--- config.mk ---
export PLATFORM = sky130hd
export DESIGN_NAME = div_unit_flat
export DESIGN_NICKNAME = d
export VERILOG_FILES = /design/src/rtl/div_unit_if.sv /design/src/rtl/div_unit.sv /design/src/flat_wrapper.sv
export SDC_FILE = /design/constraint.sdc
export NUM_CORES = 1
export LEC_CHECK = 0
export ABC_AREA = 0
export BUFFER_PORTS_ARGS = -buffer_cell sky130_fd_sc_hd__buf_2
export CAP_MARGIN = 25
export CORE_MARGIN = 5
export CORE_UTILIZATION = 63
export CTS_BUF_LIST = sky130_fd_sc_hd__clkbuf_4
export CTS_CLUSTER_SIZE = 25
export DETAILED_ROUTE_END_ITERATION = 10
export PLACE_DENSITY = 0.83
export SETUP_SLACK_MARGIN = 0.2
export SYNTH_ARGS = -nofsm -noshare
export SYNTH_HDL_FRONTEND = slang
export SYNTH_SLANG_ARGS = --single-unit
--- constraint.sdc ---
create_clock -name iclk -period 6.3 [get_ports iclk]
set_input_delay 1.575 -clock iclk [delete_from_list [all_inputs] [get_ports iclk]]
set_output_delay 1.575 -clock iclk [all_outputs]
set_load 0.005 [all_outputs]
--- src/rtl/div_unit_if.sv ---
// Operand/result bundle between the execute stage and the iterative divider.
interface div_unit_if #(
  parameter int MP_DATA_WIDTH = 32
);
  logic                     iflush;
  logic                     ivalid;
  logic [1:0]               iop;
  logic [MP_DATA_WIDTH-1:0] isrc_a;
  logic [MP_DATA_WIDTH-1:0] isrc_b;
  logic                     oready;
  logic                     obusy;
  logic                     ovalid;
  logic [MP_DATA_WIDTH-1:0] oresult;

  modport master (
    output iflush, ivalid, iop, isrc_a, isrc_b,
    input  oready, obusy, ovalid, oresult
  );

  modport slave (
    input  iflush, ivalid, iop, isrc_a, isrc_b,
    output oready, obusy, ovalid, oresult
  );
endinterface

--- src/rtl/div_unit.sv ---
// Radix-2 restoring divider for RV32M DIV/DIVU/REM/REMU, W steps per operation.
// Define DIV_FAST_ZERO_EN to retire divide-by-zero and signed overflow straight from IDLE.
module div_unit #(
  parameter int MP_DATA_WIDTH = 32
) (
  input logic       iclk,
  input logic       irst,
  div_unit_if.slave bus
);
  localparam int W  = MP_DATA_WIDTH;
  localparam int CW = $clog2(W) + 1;
  localparam logic [CW-1:0] CNT_LAST = CW'(W - 1);
  localparam logic [CW-1:0] CNT_ONE  = CW'(1);
  localparam logic [W-1:0]  MIN_VAL  = {1'b1, {(W-1){1'b0}}};
  localparam logic [W-1:0]  ONE_VAL  = {{(W-1){1'b0}}, 1'b1};

  typedef enum logic [1:0] {
    ST_IDLE = 2'b00,
    ST_CALC = 2'b01,
    ST_DONE = 2'b10
  } state_t;

  state_t        state_r, state_nxt_s;
  logic [CW-1:0] cnt_r;
  logic [1:0]    op_r;
  logic [W-1:0]  quo_r, rem_r, div_r, a_orig_r, result_r, result_nxt_s;
  logic          bz_r, ovf_r, q_neg_r, r_neg_r;
  logic          ready_r, busy_r, valid_r;
  logic          ready_nxt_s, busy_nxt_s, valid_nxt_s;
  logic          in_signed_s, in_bz_s, in_ovf_s, accept_s, fast_s;
  logic [W:0]    rem_shift_s;
  logic [W-1:0]  diff_s, quo_step_s, rem_step_s;
  logic          ge_s;

  function automatic logic [W-1:0] negate(input logic [W-1:0] v);
    return ~v + ONE_VAL;
  endfunction

  function automatic logic [W-1:0] abs_val(input logic [W-1:0] v);
    return v[W-1] ? negate(v) : v;
  endfunction

  // Special cases override the iterated values before any sign fix-up.
  function automatic logic [W-1:0] fmt_result(
    input logic [1:0] op, input logic [W-1:0] quo, input logic [W-1:0] rem,
    input logic [W-1:0] a_orig, input logic bz, input logic ovf,
    input logic qn, input logic rn);
    logic [W-1:0] q;
    logic [W-1:0] r;
    if (bz) begin
      q = {W{1'b1}};
      r = a_orig;
    end else if (ovf) begin
      q = MIN_VAL;
      r = {W{1'b0}};
    end else begin
      q = qn ? negate(quo) : quo;
      r = rn ? negate(rem) : rem;
    end
    return op[1] ? r : q;
  endfunction

  assign in_signed_s = ~bus.iop[0];
  assign in_bz_s     = (bus.isrc_b == {W{1'b0}});
  assign in_ovf_s    = in_signed_s & (bus.isrc_a == MIN_VAL) & (bus.isrc_b == {W{1'b1}});
  assign accept_s    = (state_r == ST_IDLE) & bus.ivalid & ~bus.iflush;

`ifdef DIV_FAST_ZERO_EN
  assign fast_s = in_bz_s | in_ovf_s;
`else
  assign fast_s = 1'b0;
`endif

  // The bit shifted out of rem is kept so divisors >= 2^(W-1) compare correctly.
  assign rem_shift_s = {rem_r, quo_r[W-1]};
  assign ge_s        = (rem_shift_s >= {1'b0, div_r});
  assign diff_s      = rem_shift_s[W-1:0] - div_r;
  assign quo_step_s  = {quo_r[W-2:0], ge_s};
  assign rem_step_s  = ge_s ? diff_s : rem_shift_s[W-1:0];

  // Result to capture on entry to DONE: from inputs on the fast path, else from the last step.
  always_comb begin
    if (state_r == ST_IDLE) begin
      result_nxt_s = fmt_result(bus.iop, {W{1'b0}}, {W{1'b0}}, bus.isrc_a,
                                in_bz_s, in_ovf_s, 1'b0, 1'b0);
    end else begin
      result_nxt_s = fmt_result(op_r, quo_step_s, rem_step_s, a_orig_r,
                                bz_r, ovf_r, q_neg_r, r_neg_r);
    end
  end

  // FSM state register.
  always_ff @(posedge iclk) begin
    if (irst) begin
      state_r <= ST_IDLE;
    end else begin
      state_r <= state_nxt_s;
    end
  end

  // FSM next-state logic; flush wins over everything.
  always_comb begin
    state_nxt_s = state_r;
    case (state_r)
      ST_IDLE: begin
        if (accept_s) begin
          state_nxt_s = fast_s ? ST_DONE : ST_CALC;
        end else begin
          state_nxt_s = ST_IDLE;
        end
      end
      ST_CALC: begin
        if (cnt_r == CNT_LAST) begin
          state_nxt_s = ST_DONE;
        end else begin
          state_nxt_s = ST_CALC;
        end
      end
      ST_DONE: state_nxt_s = ST_IDLE;
      default: state_nxt_s = ST_IDLE;
    endcase
    if (bus.iflush) begin
      state_nxt_s = ST_IDLE;
    end
  end

  // FSM outputs for the coming cycle, registered below.
  always_comb begin
    ready_nxt_s = (state_nxt_s == ST_IDLE);
    busy_nxt_s  = (state_nxt_s != ST_IDLE);
    valid_nxt_s = (state_nxt_s == ST_DONE);
  end

  // Output registers; oresult only changes when a new result is strobed.
  always_ff @(posedge iclk) begin
    if (irst) begin
      ready_r  <= 1'b1;
      busy_r   <= 1'b0;
      valid_r  <= 1'b0;
      result_r <= {W{1'b0}};
    end else begin
      ready_r <= ready_nxt_s;
      busy_r  <= busy_nxt_s;
      valid_r <= valid_nxt_s;
      if (state_nxt_s == ST_DONE) begin
        result_r <= result_nxt_s;
      end else begin
        result_r <= result_r;
      end
    end
  end

  // Operand capture on accept, one restoring step per CALC cycle.
  always_ff @(posedge iclk) begin
    if (irst) begin
      cnt_r    <= {CW{1'b0}};
      op_r     <= 2'b00;
      quo_r    <= {W{1'b0}};
      rem_r    <= {W{1'b0}};
      div_r    <= {W{1'b0}};
      a_orig_r <= {W{1'b0}};
      bz_r     <= 1'b0;
      ovf_r    <= 1'b0;
      q_neg_r  <= 1'b0;
      r_neg_r  <= 1'b0;
    end else if (accept_s) begin
      cnt_r    <= {CW{1'b0}};
      op_r     <= bus.iop;
      quo_r    <= in_signed_s ? abs_val(bus.isrc_a) : bus.isrc_a;
      rem_r    <= {W{1'b0}};
      div_r    <= in_signed_s ? abs_val(bus.isrc_b) : bus.isrc_b;
      a_orig_r <= bus.isrc_a;
      bz_r     <= in_bz_s;
      ovf_r    <= in_ovf_s;
      q_neg_r  <= in_signed_s & (bus.isrc_a[W-1] ^ bus.isrc_b[W-1]);
      r_neg_r  <= in_signed_s & bus.isrc_a[W-1];
    end else if (state_r == ST_CALC) begin
      cnt_r <= cnt_r + CNT_ONE;
      quo_r <= quo_step_s;
      rem_r <= rem_step_s;
    end else begin
      cnt_r <= cnt_r;
    end
  end

  assign bus.oready  = ready_r;
  assign bus.obusy   = busy_r;
  assign bus.ovalid  = valid_r;
  assign bus.oresult = result_r;
endmodule

--- src/flat_wrapper.sv ---
// flat-port wrapper written by rule: the top's interface ports become plain ports
module div_unit_flat 
#(
  parameter int MP_DATA_WIDTH = 32
)
  (iclk, irst, bus_iflush, bus_ivalid, bus_iop, bus_isrc_a, bus_isrc_b, bus_oready, bus_obusy, bus_ovalid, bus_oresult);
  div_unit_if #(.MP_DATA_WIDTH(MP_DATA_WIDTH)) bus_i ();
  input logic iclk;
  input logic irst;
  input wire logic [$bits(bus_i.iflush)-1:0] bus_iflush;
  input wire logic [$bits(bus_i.ivalid)-1:0] bus_ivalid;
  input wire logic [$bits(bus_i.iop)-1:0] bus_iop;
  input wire logic [$bits(bus_i.isrc_a)-1:0] bus_isrc_a;
  input wire logic [$bits(bus_i.isrc_b)-1:0] bus_isrc_b;
  output wire logic [$bits(bus_i.oready)-1:0] bus_oready;
  output wire logic [$bits(bus_i.obusy)-1:0] bus_obusy;
  output wire logic [$bits(bus_i.ovalid)-1:0] bus_ovalid;
  output wire logic [$bits(bus_i.oresult)-1:0] bus_oresult;
  assign bus_i.iflush = bus_iflush;
  assign bus_i.ivalid = bus_ivalid;
  assign bus_i.iop = bus_iop;
  assign bus_i.isrc_a = bus_isrc_a;
  assign bus_i.isrc_b = bus_isrc_b;
  assign bus_oready = bus_i.oready;
  assign bus_obusy = bus_i.obusy;
  assign bus_ovalid = bus_i.ovalid;
  assign bus_oresult = bus_i.oresult;
  div_unit #(.MP_DATA_WIDTH(MP_DATA_WIDTH)) u_core (.iclk(iclk), .irst(irst), .bus(bus_i));
endmodule
Yosys cells after proc, flatten, opt, wreduce, memory -nomap -nowiden
Cells that the tools add are included.
Storage, ports and cells
  bits in latches: 0
  memories: 0
  register bits after elaboration: 177
  ROM bits: 0
  output and inout bits: 35
  input bits: 70
  memory bits (writable): 0
Cells by class
  multiply operators: 0
  add/sub/neg operators: 6
  equal/unequal tests: 5
  bitwise operators: 13
  shift operators: 0
  reduce and logical (&&, ||, !) cells: 6
  div/mod/pow operators: 0
  muxes and demuxes: 23
  order comparisons: 1
Operators with widths (count)
  32-bit two-way mux: 19
  32-bit by 1-bit adder with 32-bit output (second input constant): 4
  32-bit NOT: 4
  32-bit == test (second input constant): 2
  33-bit by 32-bit greater-or-equal comparator with 1-bit output: 1
  32-bit zero test: 1
  32-bit subtractor: 1
  6-bit by 1-bit adder with 6-bit output (second input constant): 1
  1-bit bitwise AND: 6
  6-bit by 5-bit == test with 1-bit output (second input constant): 1
  2-bit zero test: 2
  2-bit two-way mux: 2
  2-bit one-hot mux with 2 select lines: 1
  2-bit nonzero test: 2
  2-bit by 1-bit == test with 1-bit output (second input constant): 1
  2-bit == test (second input constant): 1
  1-bit NOT: 2
  2-bit OR reduction: 1
  1-bit two-way mux: 1
  1-bit bitwise XOR: 1

Depth between registers and ports, before layout
Gate-level depths: netlist of the first run.
  word-level depth: 9
  gate-level depth with buffers: 24
  depth with buffers taken out: 18

Least setup slack after synthesis of the first run
Ideal clock, no wire load.
  path type: register to register
  from: register u_core.div_r[14]
  to: register u_core.result_r[30] (netlist: u_core.bus.oresult[30])
  arrival: 4625 ps
  slack: 1558 ps
  library setup time: 117 ps
  stages on the path, launching flop included: 25
  clock period less this slack: 4742 ps
  path through: dfxtp_1 inv_1 ha_1 buf_2 nand4_1 or2_0 a2111o_1 a31oi_4 or2_1 buf_6 buf_6 buf_4 buf_6 buf_4 nand2_1 o21ai_0 ha_1 nand2_1 a211oi_1 o2111a_1 o221ai_2 or3_1 o311a_1 nor3_1 o21ai_1
Between the ends
  longest elaborated chain between the ends: 9
  elaborated cells on any way between the ends: 15
Ends and longest elaborated chain
  start: declaration: line div_unit.sv:26  | logic [W-1:0] quo_r, rem_r, div_r, a_orig_r, result_r, result_nxt_s;
  start signal: assignment: line div_unit.sv:160  | div_r <= {W{1'b0}};
  start signal: assignment: line div_unit.sv:171  | div_r <= in_signed_s ? abs_val(bus.isrc_b) : bus.isrc_b;
  32-bit subtractor or 33-bit by 32-bit greater-or-equal comparator with 1-bit output (tied branches): line div_unit.sv:77, div_unit.sv:76
  32-bit two-way mux: line div_unit.sv:79  | assign rem_step_s = ge_s ? diff_s : rem_shift_s[W-1:0];
  32-bit NOT: line div_unit.sv:36  | return ~v + ONE_VAL;
  32-bit by 1-bit adder with 32-bit output: line div_unit.sv:36
  32-bit two-way mux: line div_unit.sv:58  | r = rn ? negate(rem) : rem;
  32-bit two-way mux: line div_unit.sv:53  | end else if (ovf) begin
  32-bit two-way mux: line div_unit.sv:50  | if (bz) begin
  32-bit two-way mux (*): line div_unit.sv:60  | return op[1] ? r : q;
  32-bit two-way mux (*): line div_unit.sv:83  | if (state_r == ST_IDLE) begin
  end signal: assignment: line div_unit.sv:140  | result_r <= {W{1'b0}};
  end signal: assignment: line div_unit.sv:146  | result_r <= result_nxt_s;
  end signal: assignment: line div_unit.sv:148  | result_r <= result_r;
  end: declaration: line div_unit.sv:26
Mark *: on every way between the ends. The rest lies on a longest branch, timed or not.
A chain may end at the register's enable or synchronous reset.

Worst setup path after layout of the first run
  from: register u_core.rem_r[12]
  to: register u_core.result_r[30] (netlist: u_core.bus.oresult[30])
Between the ends
  longest elaborated chain between the ends: 9
  elaborated cells on any way between the ends: 15
Ends and longest elaborated chain
  start: declaration: line div_unit.sv:26
  start signal: assignment: line div_unit.sv:159  | rem_r <= {W{1'b0}};
  start signal: assignment: line div_unit.sv:170  | rem_r <= {W{1'b0}};
  start signal: assignment: line div_unit.sv:180  | rem_r <= rem_step_s;
  32-bit subtractor or 33-bit by 32-bit greater-or-equal comparator with 1-bit output (tied branches): line div_unit.sv:77, div_unit.sv:76
  32-bit two-way mux: line div_unit.sv:79
  32-bit NOT: line div_unit.sv:36
  32-bit by 1-bit adder with 32-bit output: line div_unit.sv:36
  32-bit two-way mux: line div_unit.sv:58
  32-bit two-way mux: line div_unit.sv:53
  32-bit two-way mux: line div_unit.sv:50
  32-bit two-way mux (*): line div_unit.sv:60
  32-bit two-way mux (*): line div_unit.sv:83
Marks and branches as above.

==> impl_metrics.toml, run 1 <==
[run_status]
outcome = "completed"

[sta]
setup_viol = 0
fin_tns_setup_ns = 0
period_share_pct = 86.6
tightest_slew_ns = 1.04
finClkSkew_ns = 0.0371
min_period_ns = 5.46
maxSlewViolCount = 0
relSlewSlack_pct = 30.1
hold_viol_final = 0
rsz0062_at_grt = "no"
clock.fmax_ghz = 0.183
fin_hold_ws_ns = 0.463

[power]
vdd.ir_drop.worst_mv = 0.129
pwr_density_cell_mw_per_mm2 = 236
p_leak_nw = 5.08

[setup_path]
critPathCaptureType = "register"
path_buf_inv = 0
path_cells = "ha_1 > nand4_1 > or2_0 > a2111o_1 > a31oi_4 > or2_2 > mux2i_1 > ha_1 > nand2_1 > a211oi_1 > o2111a_1 > o221ai_2 > or3_1 > o311a_1 > nor3_1 > o21ai_1"
slowest_stage = "or2_2"
startpoint_type = "register"
crit_fanout = 33
worstPathRequired_ns = 6.81
cpLargestDelayFamily = "simple AND/OR/NAND/NOR gates"
cpMostUsedCell = "ha_1"
max_stage_delay_ns = 0.62
critical_path_class = "register to register"
arrival_ns = 5.96

[floorplan]
rows = 52
start_util_pct = 63.5
core_area_sq_mm = 0.0201
die_x_microns = 152
io_pins = 105
design.die.area_sq_mm = 0.0232
die_h_microns = 152

[synth]
ys_types = 91
yosys_warnings = 0
syn_inst = 1739
synth_edf_count = 0
ys_seq_area_share_pct = 27.6
synthFlopType = "dfxtp_1"
syn-num-nets = 1848
ys_seq_elements = 176
synth_area_sq_mm = 0.0128
synth.avg_cell_area_sq_um = 7.34
synthArstFlopShare_pct = 0

[run]
max_cap_viol_count = 0

[final_layout]
fin_nets = 1874
layout-drive-gt1-share_pct = 10.6
syn_to_final_growth_pct = 6.57
nFillCells = 1768

[global_route]
grt_antenna_before_repair = 1
grt_pass1_vias = 12100
grt_usage_pct = 33.5
grt_max_degree = 103
grt_first_pass_wirelength_mm = 64.6
overflow = 0

[placed_design]
gp_congestion = 0.975
dp_hpwl_mm = 29.8
port_buffers = 104

[clock_network]
cts_tree = "yes"
cts-root-buf = "clkbuf_4"
cts_resized = 0
hold_buffers = 0
postCtsSetupBuffers = 0
h-tree-depth = 4
clk_pin_slew_worst_paths_ns = 0.16
clockBufferDepth = 2
cts_buffers = 17
clock_latency_ns = 0.60
cts_num_sinks = 176

[detailed_routing]
drtIter0Drc = 1632
wl_per_cell_microns = 19.7
ant_nets = 0
routed_wl_mm = 40.3
avgViaCountPerCell = 6.56
drc = 0
drtPass1Iterations = 6
vias = 13400

[min_path]
hp-class = "register to register"
-- logic make-up after synthesis --
group	Yosys count	synth area share, %
mux	24	1.91
compound gates	513	27.6
buf+inv	174	5.68
fa+ha+maj	39	3.88
simple gates	684	24.5
flops	176	27.6
xor+xnor	129	8.86
-- area by class of cell --
cell class                      instances  area (sq um)  share of cell area [%]
Tap cell                              270           338                    2.48
Timing Repair Buffer                  121           661                    4.86
Antenna cell                            2          5.00                  0.0368
Sequential cell                       176          3520                    25.9
Clock inverter                         14           170                    1.25
Multi-Input combinational cell       1389          8540                    62.8
Inverter                               60           225                    1.66
Clock buffer                           18           135                   0.994
-- through the flow --
step	instances	worst slack, ns	util [%]	instance area [sq um]	power (mW)
2_1_floorplan	1739	1.56	-	12800	2.18
4_1_cts	2045	0.902	67.4	13600	3.17
5_1_grt	2049	0.459	67.6	13600	3.37
6_report	2050	0.845	67.6	13600	3.21
3_3_place_gp	2013	1.11	65.9	13300	2.46
3_5_place_dp	2013	0.933	65.9	13300	2.48
-- state kept, by name, summed over array words and instances (netlist names) --
register and flops:
u_core.ovf_r 1, u_core.r_neg_r 1, u_core.bus.ovalid 1, u_core.div_r 32, u_core.bz_r 1, u_core.quo_r 32, u_core.op_r 1, u_core.bus.obusy 1
u_core.a_orig_r 32, u_core.cnt_r 6, u_core.bus.oready 1, u_core.rem_r 32, u_core.state_r 2, u_core.q_neg_r 1, u_core.bus.oresult 32
-- layout by cell type (no fill, tap or decap), types with 18 or more instances in the layout --
cell type / instances
nand2_1: 254
nor2_1: 195
dfxtp_1: 176
a21oi_1: 139
buf_2: 104
o21ai_0: 90
xnor2_1: 72
a211oi_1: 62
inv_1: 57
xor2_1: 57
nor3_1: 55
ha_1: 38
nand4_1: 30
a311oi_1: 29
nand3_1: 26
mux2i_1: 21
or3_1: 21
nor4_1: 20
o31ai_1: 19
clkbuf_4: 18
-- cells in the mapped netlist (all sizes together), types with 26 or more instances --
master	instances	area, sq um
inv	59	221
o21ai	103	519
nor2	195	732
nand4	30	188
clkbuf	90	338
nand3	26	130
a211oi	62	465
xnor2	72	631
xor2	57	499
a311oi	29	254
dfxtp	176	3520
nor3	56	285
a21oi	142	722
nand2	254	953
ha	38	475
-- report_power, final --
part           switching, mW  leakage [nW]  internal, mW
combinational          0.835          3.48         0.447
clock                  0.450         0.164         0.254
sequential            0.0580          1.44          1.17
-- per-layer routing --
metal  track usage (%)  part of all wire, %
met1              48.7                   43
met2              51.5                   44
met3              6.25                   10
met4              7.96                  2.2
met5                 0                    0
-- final timing paths --
path / from / endpoint / slack [ns] / cells after the start
hold / removal: u_core.bus.oresult[2] / u_core.bus.oresult[2] / 0.46 / 2
setup / recovery: u_core.rem_r[12] / u_core.bus.oresult[30] / 0.84 / 16
setup reg to reg: u_core.rem_r[12] / u_core.bus.oresult[30] / 0.84 / 16
hold reg to reg: u_core.bus.oresult[2] / u_core.bus.oresult[2] / 0.46 / 2
-- worst reg2reg max path: cells and delay by family (launching register included) --
kind	cells	cell delay [ns]
simple gates	6	1.89
compound gates	7	1.88
fa+ha+maj	2	0.86
flops	1	0.40
mux	1	0.35
Power figures use the tool's default switching activity.
==> inputs of run 2 (changes only) <==
- CORE_UTILIZATION: 63 -> 61
- CTS_BUF_LIST: sky130_fd_sc_hd__clkbuf_4 -> default
- PLACE_DENSITY: 0.83 -> 0.81
- SKIP_CTS_REPAIR_TIMING: default -> 1
==> impl_metrics.toml, run 2 (same netlist as run 1, synthesis figures left out) <==
[run_status]
outcome = "completed"

[power]
seqPwrFrac_pct = 33.9
switchingPower_mw = 1.42
p_leak_nw = 5.21
pwr_density_cell_mw_per_mm2 = 259
swShare_pct = 39.5
report.power.total_mw = 3.60
vdd.ir_drop.worst_mv = 0.188
p_int_mw = 2.18
comb_power_share_pct = 35.7
clock_power_share_pct = 30.4

[final_layout]
layout-drive-gt1-share_pct = 10.8
diodes = 0
fin_nets = 1877
seqCellArea_sq_mm = 0.00352
final_cells = 2056
syn_to_final_growth_pct = 8.96
finish.utilization_pct = 66.8
final_common_cell = "nand2_1"
layout_common_cells = "nand2_1 (254), nor2_1 (195), dfxtp_1 (176)"
multi_input_area_sq_mm = 0.00854
nFillCells = 1821

[run]
max_cap_viol_count = 0

[sta]
fin_ws_ns = 0.896
finClkSkew_ns = 0.0174
min_period_ns = 5.40
hold_viol_final = 0
clock.fmax_ghz = 0.185
period_share_pct = 85.8
fin_tns_setup_ns = 0
relSlewSlack_pct = 31.9
rsz0062_at_grt = "no"
maxSlewViolCount = 0
tightest_slew_ns = 1.02
setup_viol = 0

[min_path]
hold_depth = 2
hp-class = "register to register"

[setup_path]
worstPathRequired_ns = 6.63
cp.depth = 16
cpMostUsedCell = "ha_1"
max_stage_delay_ns = 0.59
path_cells = "ha_1 > nand4_1 > or2_0 > a2111o_1 > a31oi_4 > or2_2 > mux2i_1 > ha_1 > nand2_1 > a211oi_1 > o2111a_1 > o221ai_2 > o41ai_1 > xnor2_1 > a221oi_1 > o21ai_1"
ff2ff_path_depth = 16
critPathCaptureType = "register"
critical_path_class = "register to register"
arrival_ns = 5.73
cpLargestDelayFamily = "compound AO/OA/AOI/OAI gates"
slowest_stage = "ha_1"
path_buf_inv = 0
crit_fanout = 20
startpoint_type = "register"

[detailed_routing]
wl_per_cell_microns = 19.9
vias = 13600
ant_nets = 0
drc = 0
routed_wl_mm = 40.9
drtIter0Drc = 1689
avgViaCountPerCell = 6.62
drtPass1Iterations = 5

[placed_design]
dp.cells = 2022
dp_hpwl_mm = 30.1
port_buffers = 104
gp_congestion = 0.999
dp_worst_setup_slack_ns = 1.06

[clock_network]
h-tree-depth = 4
cts_tree = "yes"
cts-root-buf = "clkbuf_16"
cts_num_sinks = 176
clock_latency_ns = 0.45
cts_buffers = 17
clk_pin_slew_worst_paths_ns = 0.08
clockBufferDepth = 2

[floorplan]
start_util_pct = 61.3
rows = 53
die_x_microns = 155
io_pins = 105
design.die.area_sq_mm = 0.0239
die_h_microns = 155
core_area_sq_mm = 0.0208

[global_route]
grt_max_degree = 93
grt_util_met2_pct = 50.0
grt_antenna_before_repair = 0
grt_use_met1_pct = 47.5
grt_first_pass_wirelength_mm = 64.6
grt_pass1_vias = 12100
grt_use_met3_pct = 7.50
overflow = 0
grt_busiest_layer = "met2"
grt_usage_pct = 33.2
[run 2: cell types whose count changed in the layout (fill, tap and decap cells not counted), sizes merged]
| cell | previous run | this run |
|---|---|---|
| buf | 121 | 124 |
| bufinv | 2 | 1 |
| diode | 2 | 0 |
| clkinvlp | 1 | 2 |
[run 2: path summary, 6_finish.rpt]
kind | endpoint | slack [ns] | from
max | u_core.bus.oresult[24] | 0.90 | u_core.rem_r[12]
min | u_core.bus.oresult[27] | 0.45 | u_core.bus.oresult[27]
max reg2reg | u_core.bus.oresult[24] | 0.90 | u_core.rem_r[12]
min reg2reg | u_core.bus.oresult[27] | 0.45 | u_core.bus.oresult[27]
[run 2: power by group through the flow]
stage          Combinational [mW]  Clock [mW]  Sequential (mW)
5_1_grt                      1.38        1.14             1.23
2_1_floorplan               0.955           0             1.22
3_3_place_gp                 1.22           0             1.24
3_5_place_dp                 1.24           0             1.24
4_1_cts                      1.25        1.10             1.22
6_report                     1.28        1.10             1.22
[run 2: layer usage]
layer | share of wire (%) | vias to the layer above
met3 | 11 | 101
met4 | 3.0 | 0
li1 | - | 6356
met1 | 43 | 6338
met2 | 43 | 811
met5 | 0 | -
[run 2: area by class of cell]
cell class	instances	share of cell area, %
Clock buffer	18	3.09
Timing Repair Buffer	124	4.82
Multi-Input combinational cell	1389	61.4
Sequential cell	176	25.3
Clock inverter	14	1.22
Inverter	60	1.62
Tap cell	275	2.48
[run 2: worst min-delay path, stage by stage, from the launching register on]
cell and delay [ns]:
dfxtp_1 0.31, nand2_1 0.05, o21ai_1 0.05
[run 2: per-stage QoR]
stage | instance area, sq um | hold slack, ns
global placement | 13300 | 0.437
finish | 13900 | 0.453
floorplan | 12800 | 0.432
global route | 13900 | 0.479
detailed placement | 13300 | 0.443
CTS | 13900 | 0.454
==> inputs of run 3 (changes only) <==
- CTS_CLUSTER_DIAMETER: default -> 40
- clock period: 6.3 -> 6.16 ns (I/O delays scaled with it)
==> impl_metrics.toml, run 3 (same netlist as run 1, synthesis figures left out) <==
[run_status]
outcome = "completed"

[clock_network]
cts_buffers = 17
clk_pin_slew_worst_paths_ns = 0.08
clock_latency_ns = 0.44
cts_tree = "yes"
cts-root-buf = "clkbuf_16"
h-tree-depth = 4
cts_num_sinks = 176
clockBufferDepth = 2

[final_layout]
syn_to_final_growth_pct = 8.94
layout_common_cells = "nand2_1 (254), nor2_1 (195), dfxtp_1 (176)"
nFillCells = 1856
layout-drive-gt1-share_pct = 10.7
finish.utilization_pct = 66.7
final_common_cell = "nand2_1"
fin_nets = 1876
diodes = 0
final_cells = 2055
design_area_sq_mm = 0.0139

[detailed_routing]
vias = 13500
drtPass1Iterations = 8
avgViaCountPerCell = 6.57
routed_wl_mm = 41.7
drtIter0Drc = 1759
ant_nets = 0
wl_met2_mm = 17.8
top_layer_used = "met4"
drc = 0
wl_per_cell_microns = 20.3
met1Wirelength_mm = 17.9
dr_wl_met3_mm = 4.67

[sta]
period_share_pct = 84.0
hold_viol_final = 0
tightest_slew_ns = 1.04
min_period_ns = 5.18
relSlewSlack_pct = 30.1
rsz0062_at_grt = "no"
fin_tns_setup_ns = 0
clock.fmax_ghz = 0.193
finClkSkew_ns = 0.0108
fin_hold_ws_ns = 0.444
fin_ws_ns = 0.984
setup_viol = 0
maxSlewViolCount = 0

[power]
p_leak_nw = 5.21
report.power.total_mw = 3.70
clock_power_share_pct = 30.3
comb_power_share_pct = 35.9
switchingPower_mw = 1.46
vdd.ir_drop.worst_mv = 0.185
swShare_pct = 39.6
seqPwrFrac_pct = 33.8
p_int_mw = 2.23
pwr_density_cell_mw_per_mm2 = 266

[setup_path]
arrival_ns = 5.50
critical_path_class = "register to register"
critPathCaptureType = "register"
crit_fanout = 14
ff2ff_path_depth = 17
startpoint_type = "register"
worstPathRequired_ns = 6.49

[floorplan]
die_x_microns = 155
core_area_sq_mm = 0.0208
start_util_pct = 61.3
die_h_microns = 155
io_pins = 105
rows = 53
design.die.area_sq_mm = 0.0239

[placed_design]
dp_worst_setup_slack_ns = 1.12
port_buffers = 104
dp_hpwl_mm = 30.6
dpl_cell_area_sq_mm = 0.0133
dp.cells = 2022
gp_congestion = 0.985

[min_path]
hold_depth = 2
hp-class = "register to register"

[global_route]
grt_antenna_before_repair = 0
grt_first_pass_wirelength_mm = 66.7
overflow = 0
grt_pass1_vias = 12300
grt_usage_pct = 34.3
grt_max_degree = 93

[run]
max_cap_viol_count = 0
-- run 3: changes by cell type in the layout (fill, tap and decap cells not counted), sizes merged --
| cell | previous run | this run |
|---|---|---|
| clkinv | 6 | 4 |
| buf | 124 | 123 |
| inv | 65 | 67 |
-- run 3: path summary, 6_finish.rpt --
check / startpoint / endpoint / slack [ns]
worst max-delay path: u_core.div_r[13] / u_core.bus.oresult[30] / 0.98
worst min-delay path: u_core.bus.oresult[27] / u_core.bus.oresult[27] / 0.44
worst max register to register: u_core.div_r[13] / u_core.bus.oresult[30] / 0.98
worst min register to register: u_core.bus.oresult[27] / u_core.bus.oresult[27] / 0.44
-- run 3: final cells by class --
cell class                      count  area [sq um]  share of cell area, %
Clock buffer                       18           429                   3.09
Clock inverter                     14           164                   1.18
Inverter                           60           225                   1.62
Multi-Input combinational cell   1389          8540                   61.4
Sequential cell                   176          3520                   25.4
Tap cell                          275           344                   2.48
Timing Repair Buffer              123           673                   4.84
-- run 3: routing by layer --
| layer | up-vias | GRT usage [%] |
|---|---|---|
| li1 | 6373 | - |
| met1 | 6236 | 49.6 |
| met4 | 0 | 11.0 |
| met2 | 780 | 50.8 |
| met5 | - | 0 |
| met3 | 113 | 7.44 |
-- run 3: power by group through the flow --
stage                     combinational, mW  clock [mW]  sequential (mW)
after floorplan                       0.977           0             1.25
after global placement                 1.27           0             1.27
after detailed placement               1.28           0             1.27
after CTS                              1.29        1.12             1.25
after global routing                   1.44        1.17             1.25
final                                  1.33        1.12             1.25
-- run 3: worst max-delay path, cell delays in order (launching register included) --
cell	delay, ns
dfxtp_1	0.35
inv_1	0.05
ha_1	0.56
nand4_1	0.25
or2_0	0.28
a2111o_1	0.46
a31oi_4	0.27
or2_2	0.32
mux2i_1	0.35
ha_1	0.30
nand2_1	0.09
a211oi_1	0.25
o2111a_1	0.29
o221ai_2	0.22
or3_1	0.41
o311a_1	0.30
nor3_1	0.22
o21ai_1	0.08
